`config.mk`:
```
export PLATFORM = sky130hd
export DESIGN_NAME = ahb2apb_ctrl
export DESIGN_NICKNAME = d
export VERILOG_FILES = /design/src/rtl/ahb2apb_ctrl.sv
export SDC_FILE = /design/constraint.sdc
export NUM_CORES = 1
export LEC_CHECK = 0
export ABC_CLOCK_PERIOD_IN_PS = 3800
export BUFFER_PORTS_ARGS = -buffer_cell sky130_fd_sc_hd__buf_4
export CORE_MARGIN = 10
export CORE_UTILIZATION = 45
export DETAILED_ROUTE_END_ITERATION = 12
export HOLD_SLACK_MARGIN = 0.03
export PLACE_DENSITY = 0.84
export REMOVE_ABC_BUFFERS = 1
export SETUP_SLACK_MARGIN = 0.02
export SYNTH_ARGS = -nofsm -noshare
export SYNTH_HDL_FRONTEND = slang
export SYNTH_SLANG_ARGS = --single-unit
```
`constraint.sdc`:
```
create_clock -name Hclk -period 3.8 [get_ports Hclk]
set_input_delay 0.57 -clock Hclk [delete_from_list [all_inputs] [get_ports Hclk]]
set_output_delay 0.57 -clock Hclk [all_outputs]
set_load 0.005 [all_outputs]
```
`src/rtl/ahb2apb_ctrl.sv`:
```
// AHB-Lite to APB bridge controller: turns single AHB transfers into
// APB setup/enable pairs and stalls the AHB master until each completes.
module ahb2apb_ctrl #(
    parameter int                    ADDR_WIDTH = 32,
    parameter int                    DATA_WIDTH = 32,
    parameter logic [ADDR_WIDTH-1:0] BASE_ADDR  = 32'h8000_0000,
    parameter logic [ADDR_WIDTH-1:0] SLAVE_SPAN = 32'h0400_0000
) (
    input  logic                  Hclk,
    input  logic                  Hresetn,
    input  logic                  Hreadyin,
    input  logic [1:0]            Htrans,
    input  logic                  Hwrite,
    input  logic [ADDR_WIDTH-1:0] Haddr,
    input  logic [DATA_WIDTH-1:0] Hwdata,
    output logic [DATA_WIDTH-1:0] Hrdata,
    output logic                  Hreadyout,
    output logic [1:0]            Hresp,
    input  logic [DATA_WIDTH-1:0] Prdata,
    output logic [3:0]            Pselx,
    output logic                  Penable,
    output logic                  Pwrite,
    output logic [ADDR_WIDTH-1:0] Paddr,
    output logic [DATA_WIDTH-1:0] Pwdata
);

    typedef enum logic [2:0] {
        S_IDLE,
        S_WWAIT,
        S_READ,
        S_WRITE,
        S_RENABLE,
        S_WENABLE
    } state_t;

    state_t                r_state;
    logic [3:0]            r_sel;
    logic [3:0]            r_pselx;
    logic                  r_penable;
    logic                  r_pwrite;
    logic [ADDR_WIDTH-1:0] r_paddr;
    logic [DATA_WIDTH-1:0] r_pwdata;
    logic                  r_hreadyout;

    logic [ADDR_WIDTH-1:0] w_off;
    logic [ADDR_WIDTH-1:0] w_idx;
    logic                  w_inreg;
    logic                  w_valid;
    logic [3:0]            w_dec;

    // Slave index is the span-sized slot the offset falls into
    assign w_off   = Haddr - BASE_ADDR;
    assign w_idx   = w_off / SLAVE_SPAN;
    assign w_inreg = (Haddr >= BASE_ADDR) && (w_idx < ADDR_WIDTH'(4));
    assign w_valid = Hreadyin && Htrans[1] && w_inreg;
    assign w_dec   = 4'b0001 << w_idx[1:0];

    always_ff @(posedge Hclk or negedge Hresetn) begin
        if (!Hresetn) begin
            r_state     <= S_IDLE;
            r_sel       <= '0;
            r_pselx     <= '0;
            r_penable   <= 1'b0;
            r_pwrite    <= 1'b0;
            r_paddr     <= '0;
            r_pwdata    <= '0;
            r_hreadyout <= 1'b1;
        end else begin
            unique case (r_state)
                S_IDLE, S_RENABLE, S_WENABLE: begin
                    r_penable <= 1'b0;
                    if (w_valid) begin
                        r_paddr     <= Haddr;
                        r_pwrite    <= Hwrite;
                        r_sel       <= w_dec;
                        r_hreadyout <= 1'b0;
                        if (Hwrite) begin
                            r_state <= S_WWAIT;
                            r_pselx <= '0;
                        end else begin
                            r_state <= S_READ;
                            r_pselx <= w_dec;
                        end
                    end else begin
                        r_state     <= S_IDLE;
                        r_pselx     <= '0;
                        r_hreadyout <= 1'b1;
                    end
                end
                // Write data only arrives in the AHB data phase
                S_WWAIT: begin
                    r_pwdata <= Hwdata;
                    r_pselx  <= r_sel;
                    r_state  <= S_WRITE;
                end
                S_READ: begin
                    r_penable   <= 1'b1;
                    r_hreadyout <= 1'b1;
                    r_state     <= S_RENABLE;
                end
                S_WRITE: begin
                    r_penable   <= 1'b1;
                    r_hreadyout <= 1'b1;
                    r_state     <= S_WENABLE;
                end
                default: begin
                    r_state <= S_IDLE;
                end
            endcase
        end
    end

    assign Pselx     = r_pselx;
    assign Penable   = r_penable;
    assign Pwrite    = r_pwrite;
    assign Paddr     = r_paddr;
    assign Pwdata    = r_pwdata;
    assign Hreadyout = r_hreadyout;
    assign Hresp     = 2'b00;
    assign Hrdata    = (r_state == S_RENABLE) ? Prdata : '0;

endmodule

```
==> run_results.csv, run 1 <==
group,metric,value,unit
run_status,status,"completed",
pwr,switchingPower,0.8801,mW
place,port_buffers,203,
timing,setup_viol,0,
clock_network,cts_resized,0,
floorplan,die_x,105.9,um
grt,grt_pass1_wl,14.95,mm
clock_network,htree_levels,3,
grt,antenna_found_initial,0,
routing,drtPass1Iterations,4,
grt,grt.total_usage,0.1676,
pwr,power_density,611.6,nW/um^2
synth,syn_area_per_cell,14.48,um^2
grt,grt_max_degree,79,
final_layout,syn2layout_area_growth,54.73,%
clock_network,clock_tree.root_cell,"clkbuf_8",
floorplan,die_h,105.9,um
timing,fin_crit_sh,0.5885,
synth,yosys_warnings,0,
setup_path,r2r_setup_slack,1.84,ns
synth,yosys.area.top_type,"dfrtp_1",
place,place_congestion,0.7891,
setup_path,critPathKind,"flop to primary output",
synth,synth_area_leaders,"dfrtp_1 58%, mux2_2 14%, mux2_4 10%",
timing,relSlewSlack,0.3530,
pwr,vdd_ir_drop_max,459.0,uV
timing,slew_viol_final,0,
pwr,p_int,2.259,mW
setup_path,cp-start-kind,"flop",
setup_path,worstPathCellList,"nor3b_2 > buf_4 > and2_1 > buf_4",
clock_network,cts-buffers-inserted,9,
final_layout,drive_above_1_share,0.6644,
floorplan,dieArea,11210,um^2
pwr,pwr-share-comb,0.369,
setup_path,worstPathMaxFanout,32,
routing,wl_per_cell,18.19,um
pwr,seqPwrFrac,0.405,
final_layout,diodes,0,
synth,netlist.area_leader.share,0.5809,
setup_path,crit_top_cell,"buf_4",
timing,tightest_slew,0.9705,ns
clock_network,insertion_delay,0.35,ns
timing,max_freq,447.2,MHz
timing,hold_violations,0,
clock_network,hold_buffers,0,
synth,async_flop_share,1.000,
synth,ys_seq_elements,78,
synth,synth-edff-count,0,
setup_path,cp.required,3.23,ns
pwr,switching_share,0.2804,
routing,wl,9.766,mm
floorplan,rows,31,
synth,yosysSeqAreaShare,0.5888,
routing,drt_iter0_markers,53,
final_layout,mostFrequentLayoutCell,"buf_4",
floorplan,placeableCoreArea,7214,um^2
place,dp_hpwl,7.695,mm
grt,overflow,0,
flow_run,drv_cap,0,
synth,ys.flop_type,"dfrtp_1",
floorplan,io_pins,207,
place,dp_slack,1.600,ns
setup_path,max_stage_delay,0.53,ns
clock_network,post_cts_buffers,0,
synth,syn_area,3317,um^2
routing,ant_nets,0,
timing,rsz0062_at_grt,"false",
pwr,clkPwrFrac,0.226,
timing,setup_ws,1.564,ns
clock_network,clkSlewWorstSetupHoldPaths,0.09,ns
hold_path,hold_path.class,"input port to async pin",
routing,viasPerCell,4.773,
grt,grt_pass1_vias,2740,
setup_path,slowest_stage,"dfrtp_1",
timing,skew,0.01041,ns
final_layout,nNetsFinal,535,
final_layout,nFillCells,515,
synth,netlist_instances,229,
clock_network,cts_buffer_depth,2,
timing,fin_tns_setup,0,ns
routing,vias,2563,
routing,drc,0,
final_layout,mostFrequentLayoutCells,"205 x buf_4, 77 x dfrtp_1, 42 x mux2_2",
floorplan,start_util,0.4598,
setup_path,endpoint_kind,"primary output",
setup_path,arrival,1.67,ns
clock_network,cts_sinks,78,
pwr,p_leak,2.714,nW
clock_network,cts_tree,"yes",
timing,fin_crit,2.236,ns
synth,synth.distinct_cells,29,
==> final timing paths <==
path,startpoint,end,cells after the start
setup / recovery,r_state[1],Hrdata[2],4
hold / removal,Hresetn,Pwdata[16],1
setup reg to reg,r_state[0],Paddr[20],3
hold reg to reg,Paddr[31],Paddr[31],1
max in group asynchronous,Hresetn,Paddr[26],1
min in group Hclk,Hwdata[26],Pwdata[26],2
==> cells in the mapped netlist (2+ instances only) <==
library cell and instances:
nor2b_1 2, buf_2 3, mux2_4 22, nand2b_1 3, and2_1 38, mux2_2 42, a21oi_1 3, nand2_1 2
o41ai_1 2, buf_4 2, dfrtp_1 77, buf_6 4, clkbuf_1 4, nor2_1 5, inv_1 4, a31oi_1 3
==> worst max-delay path, delay by kind of cell (launching register included) <==
family        cells  cell delay [ns]
flops             1             0.53
simple gates      2             0.41
buf+inv           2             0.38
==> per-layer routing <==
layer  track usage  wire (um)  vias to the layer above
met4       0.07253        189                        0
met5             0          0                        -
li1              -          -                     1191
met3       0.07004       1050                       13
met2        0.2937       4987                      127
met1        0.1715       3538                     1232
==> final cells by class <==
class | instances | area [um^2] | area share
Multi-Input combinational cell | 135 | 1270 | 0.2474
Sequential cell | 78 | 1953 | 0.3805
Clock buffer | 10 | 137.6 | 0.02682
Tap cell | 99 | 123.9 | 0.02413
Inverter | 4 | 15.01 | 0.002925
Timing Repair Buffer | 205 | 1539 | 0.2999
Clock inverter | 6 | 93.84 | 0.01828
==> cell families after synthesis <==
logic type	count (synthesis)	synth area share
flops	78	0.5888
other cells	1	0.001131
buf+inv	17	0.03168
compound gates	13	0.02943
mux	65	0.2452
simple gates	55	0.1037
==> state kept, by name, indices dropped and copies added (netlist names) <==
register   count
Pselx          4
r_sel          4
r_state        3
Paddr         32
Pwrite         1
Pwdata        32
Penable        1
Hreadyout      1
==> power by group through the flow <==
stage          registers [mW]  clock network (mW)  logic (mW)
2_1_floorplan            1.28                   0       0.456
3_3_place_gp             1.27                   0        1.16
3_5_place_dp             1.28                   0        1.19
4_1_cts                  1.27               0.723        1.19
5_1_grt                  1.31               0.755        1.25
6_report                 1.27               0.711        1.16
==> metrics by stage <==
stage	total power [mW]	hold WS, ns	cells	util	area [um^2]
global route	3.314	0.4359	537	0.7114	5132
finish	3.139	0.3816	537	0.7114	5132
detailed placement	2.471	0.4537	521	0.6793	4901
global placement	2.425	0.4531	521	0.6793	4901
floorplan	1.741	0.2744	217	-	3231
CTS	3.182	0.4014	537	0.7114	5132
No activity file was read; power rests on OpenSTA's default activity.
==> inputs of run 2 (changes only) <==
- ABC_AREA: not set -> 1
- ABC_CLOCK_PERIOD_IN_PS: 3800 -> 2200
- CORE_UTILIZATION: 45 -> 43
- PLACE_DENSITY: 0.84 -> 0.8
- clock period: 3.8 -> 2.2 ns (I/O delays scaled with it)
==> run_results.csv, run 2 <==
group,metric,value,unit
run_status,status,"completed",
routing,wl_per_cell,15.23,um
clock_network,clkSlewWorstSetupHoldPaths,0.09,ns
synth,ys.flop_type,"dfrtp_1",
synth,netlist.area_leader.share,0.5766,
timing,skew,0.01817,ns
synth,synthMuxAreaShare,0,
synth,yosys.area_share.simple,0.3107,
routing,drtPass1Iterations,5,
grt,grt_max_degree,46,
grt,grt.total_usage,0.1839,
routing,vias,3309,
clock_network,htree_levels,3,
flow_run,drv_cap,0,
grt,grt_pass1_vias,3347,
timing,setup_viol,0,
final_layout,mostFrequentLayoutCells,"207 x buf_4, 200 x nand2_1, 77 x dfrtp_1",
final_layout,syn2layout_area_growth,53.73,%
synth,synthXorXnorAreaFrac,0,
pwr,fin_total_pwr,5.389,mW
synth,synth_area_leaders,"dfrtp_1 58%, nand2_1 22%, nor2_1 5.8%",
floorplan,rows,32,
synth,synth_compound_area_frac,0.01572,
place,place_congestion,0.9715,
grt,met1_usage,0.2054,
clock_network,cts_sinks,78,
synth,async_flop_share,1.000,
clock_network,post_cts_buffers,0,
routing,wl,11.18,mm
timing,slew_viol_final,0,
clock_network,insertion_delay,0.35,ns
clock_network,cts_tree,"yes",
floorplan,start_util,0.4370,
synth,synth_top_family_by_area,"simple AND/OR/NAND/NOR gates",
floorplan,die_x,108.2,um
setup_path,worstPathMaxFanout,32,
routing,ant_nets,0,
pwr,vdd_ir_drop_max,585.2,uV
pwr,p_leak,3.098,nW
timing,setup_ws,0.4157,ns
place,dp_hpwl,8.637,mm
synth,synthAdderAreaFrac,0,
timing,fin_tns_setup,0,ns
setup_path,cp-start-kind,"flop",
clock_network,clock_tree.root_cell,"clkbuf_8",
grt,grt_use_met3,0.06008,
routing,drc,0,
floorplan,placeableCoreArea,7647,um^2
timing,hold_violations,0,
floorplan,dieArea,11700,um^2
clock_network,cts-buffers-inserted,9,
synth,syn_area,3342,um^2
grt,grt_pass1_wl,17.06,mm
final_layout,fin_area,5137,um^2
place,port_buffers,203,
setup_path,cp.required,1.87,ns
timing,rsz0062_at_grt,"false",
synth,ys_seq_elements,78,
setup_path,arrival,1.45,ns
floorplan,die_h,108.2,um
synth,yosys_warnings,0,
synth,synthTopCellsByCount,"200 x nand2_1, 77 x dfrtp_1, 52 x nor2_1, 48 x inv_1, 16 x buf_2",
grt,antenna_found_initial,0,
grt,grt.met2_usage,0.3177,
routing,viasPerCell,4.508,
final_layout,mostFrequentLayoutCell,"buf_4",
grt,overflow,0,
timing,max_freq,560.4,MHz
timing,fin_crit,1.784,ns
pwr,power_density,1049,nW/um^2
synth,netlist_instances,425,
place,dpl_cell_area,4945,um^2
floorplan,io_pins,207,
final_layout,final_core_util,0.6718,
synth,synth-edff-count,0,
synth,synth.distinct_cells,19,
timing,relSlewSlack,0.5979,
synth,syn_area_per_cell,7.863,um^2
final_layout,nNetsFinal,729,
synth,synth.most_common_cell,"nand2_1",
final_layout,drive_above_1_share,0.3703,
grt,busiest_layer,"met2",
clock_network,cts_buffer_depth,2,
setup_path,critPathKind,"flop to primary output",
setup_path,endpoint_kind,"primary output",
timing,fin_crit_sh,0.8111,
synth,yosysSeqAreaShare,0.5844,
place,dp_slack,0.5519,ns
hold_path,hold_path.class,"input port to flop",
final_layout,diodes,0,
timing,tightest_slew,0.6031,ns
synth,yosys.area.top_type,"dfrtp_1",
routing,drt_iter0_markers,159,
[run 2: power breakdown]
part           total [mW]  leakage, nW  internal [mW]  switching, mW
logic                2.13         2.03           1.11           1.02
clock network        1.00       0.0849          0.444          0.558
registers            2.26        0.984           1.95          0.306
[run 2: repair_timing]
action / 4_1_cts / 5_1_grt
gates resized for setup: 0 / 0
hold endpoints to repair: 43 / 0
hold buffers: 1 / 0
[run 2: critical path: stages, from the launching register on]
cell and delay [ns]:
dfrtp_1 0.46, nor2_1 0.12, nand2_1 0.05, buf_4 0.22, nor2_1 0.14, buf_4 0.13
[run 2: area by class of cell]
| class | instances | area [um^2] |
|---|---|---|
| Clock buffer | 10 | 137.6 |
| Sequential cell | 78 | 1953 |
| Multi-Input combinational cell | 278 | 1099 |
| Inverter | 51 | 191.4 |
| Timing Repair Buffer | 209 | 1584 |
| Fill cell | 664 | 2510 |
| Clock inverter | 6 | 45.04 |
| Tap cell | 102 | 127.6 |
[run 2: per-stage QoR]
step / cells / hold WS, ns
after floorplan: 407 / 0.03441
after global placement: 717 / 0.3635
after detailed placement: 717 / 0.3698
after CTS: 734 / 0.1595
after global routing: 734 / 0.1635
final: 734 / 0.1688
[run 2: per-layer routing]
metal / part of all wire / wire [um]
met4: 0.014 / 161
met2: 0.49 / 5499
met3: 0.10 / 1168
met5: 0 / 0
met1: 0.39 / 4347
[run 2: worst paths after layout]
path	start	to	slack (ns)	cells after the start
min	Hwdata[5]	Pwdata[5]	0.17	3
min in group asynchronous	Hresetn	Paddr[21]	0.54	2
max reg2reg	r_state[1]	r_state[0]	0.65	6
max	r_state[0]	Hrdata[17]	0.42	5
max in group asynchronous	Hresetn	Pwdata[25]	1.03	3
min reg2reg	Paddr[27]	Paddr[27]	0.48	2
[run 2: cell families (layout without fill, tap and decap cells)]
family	after synthesis	count (layout)
and+or+nand+nor	266	266
buffers and inverters	70	276
AOI/OAI and AO/OA	10	10
DFF	78	78
other	1	2
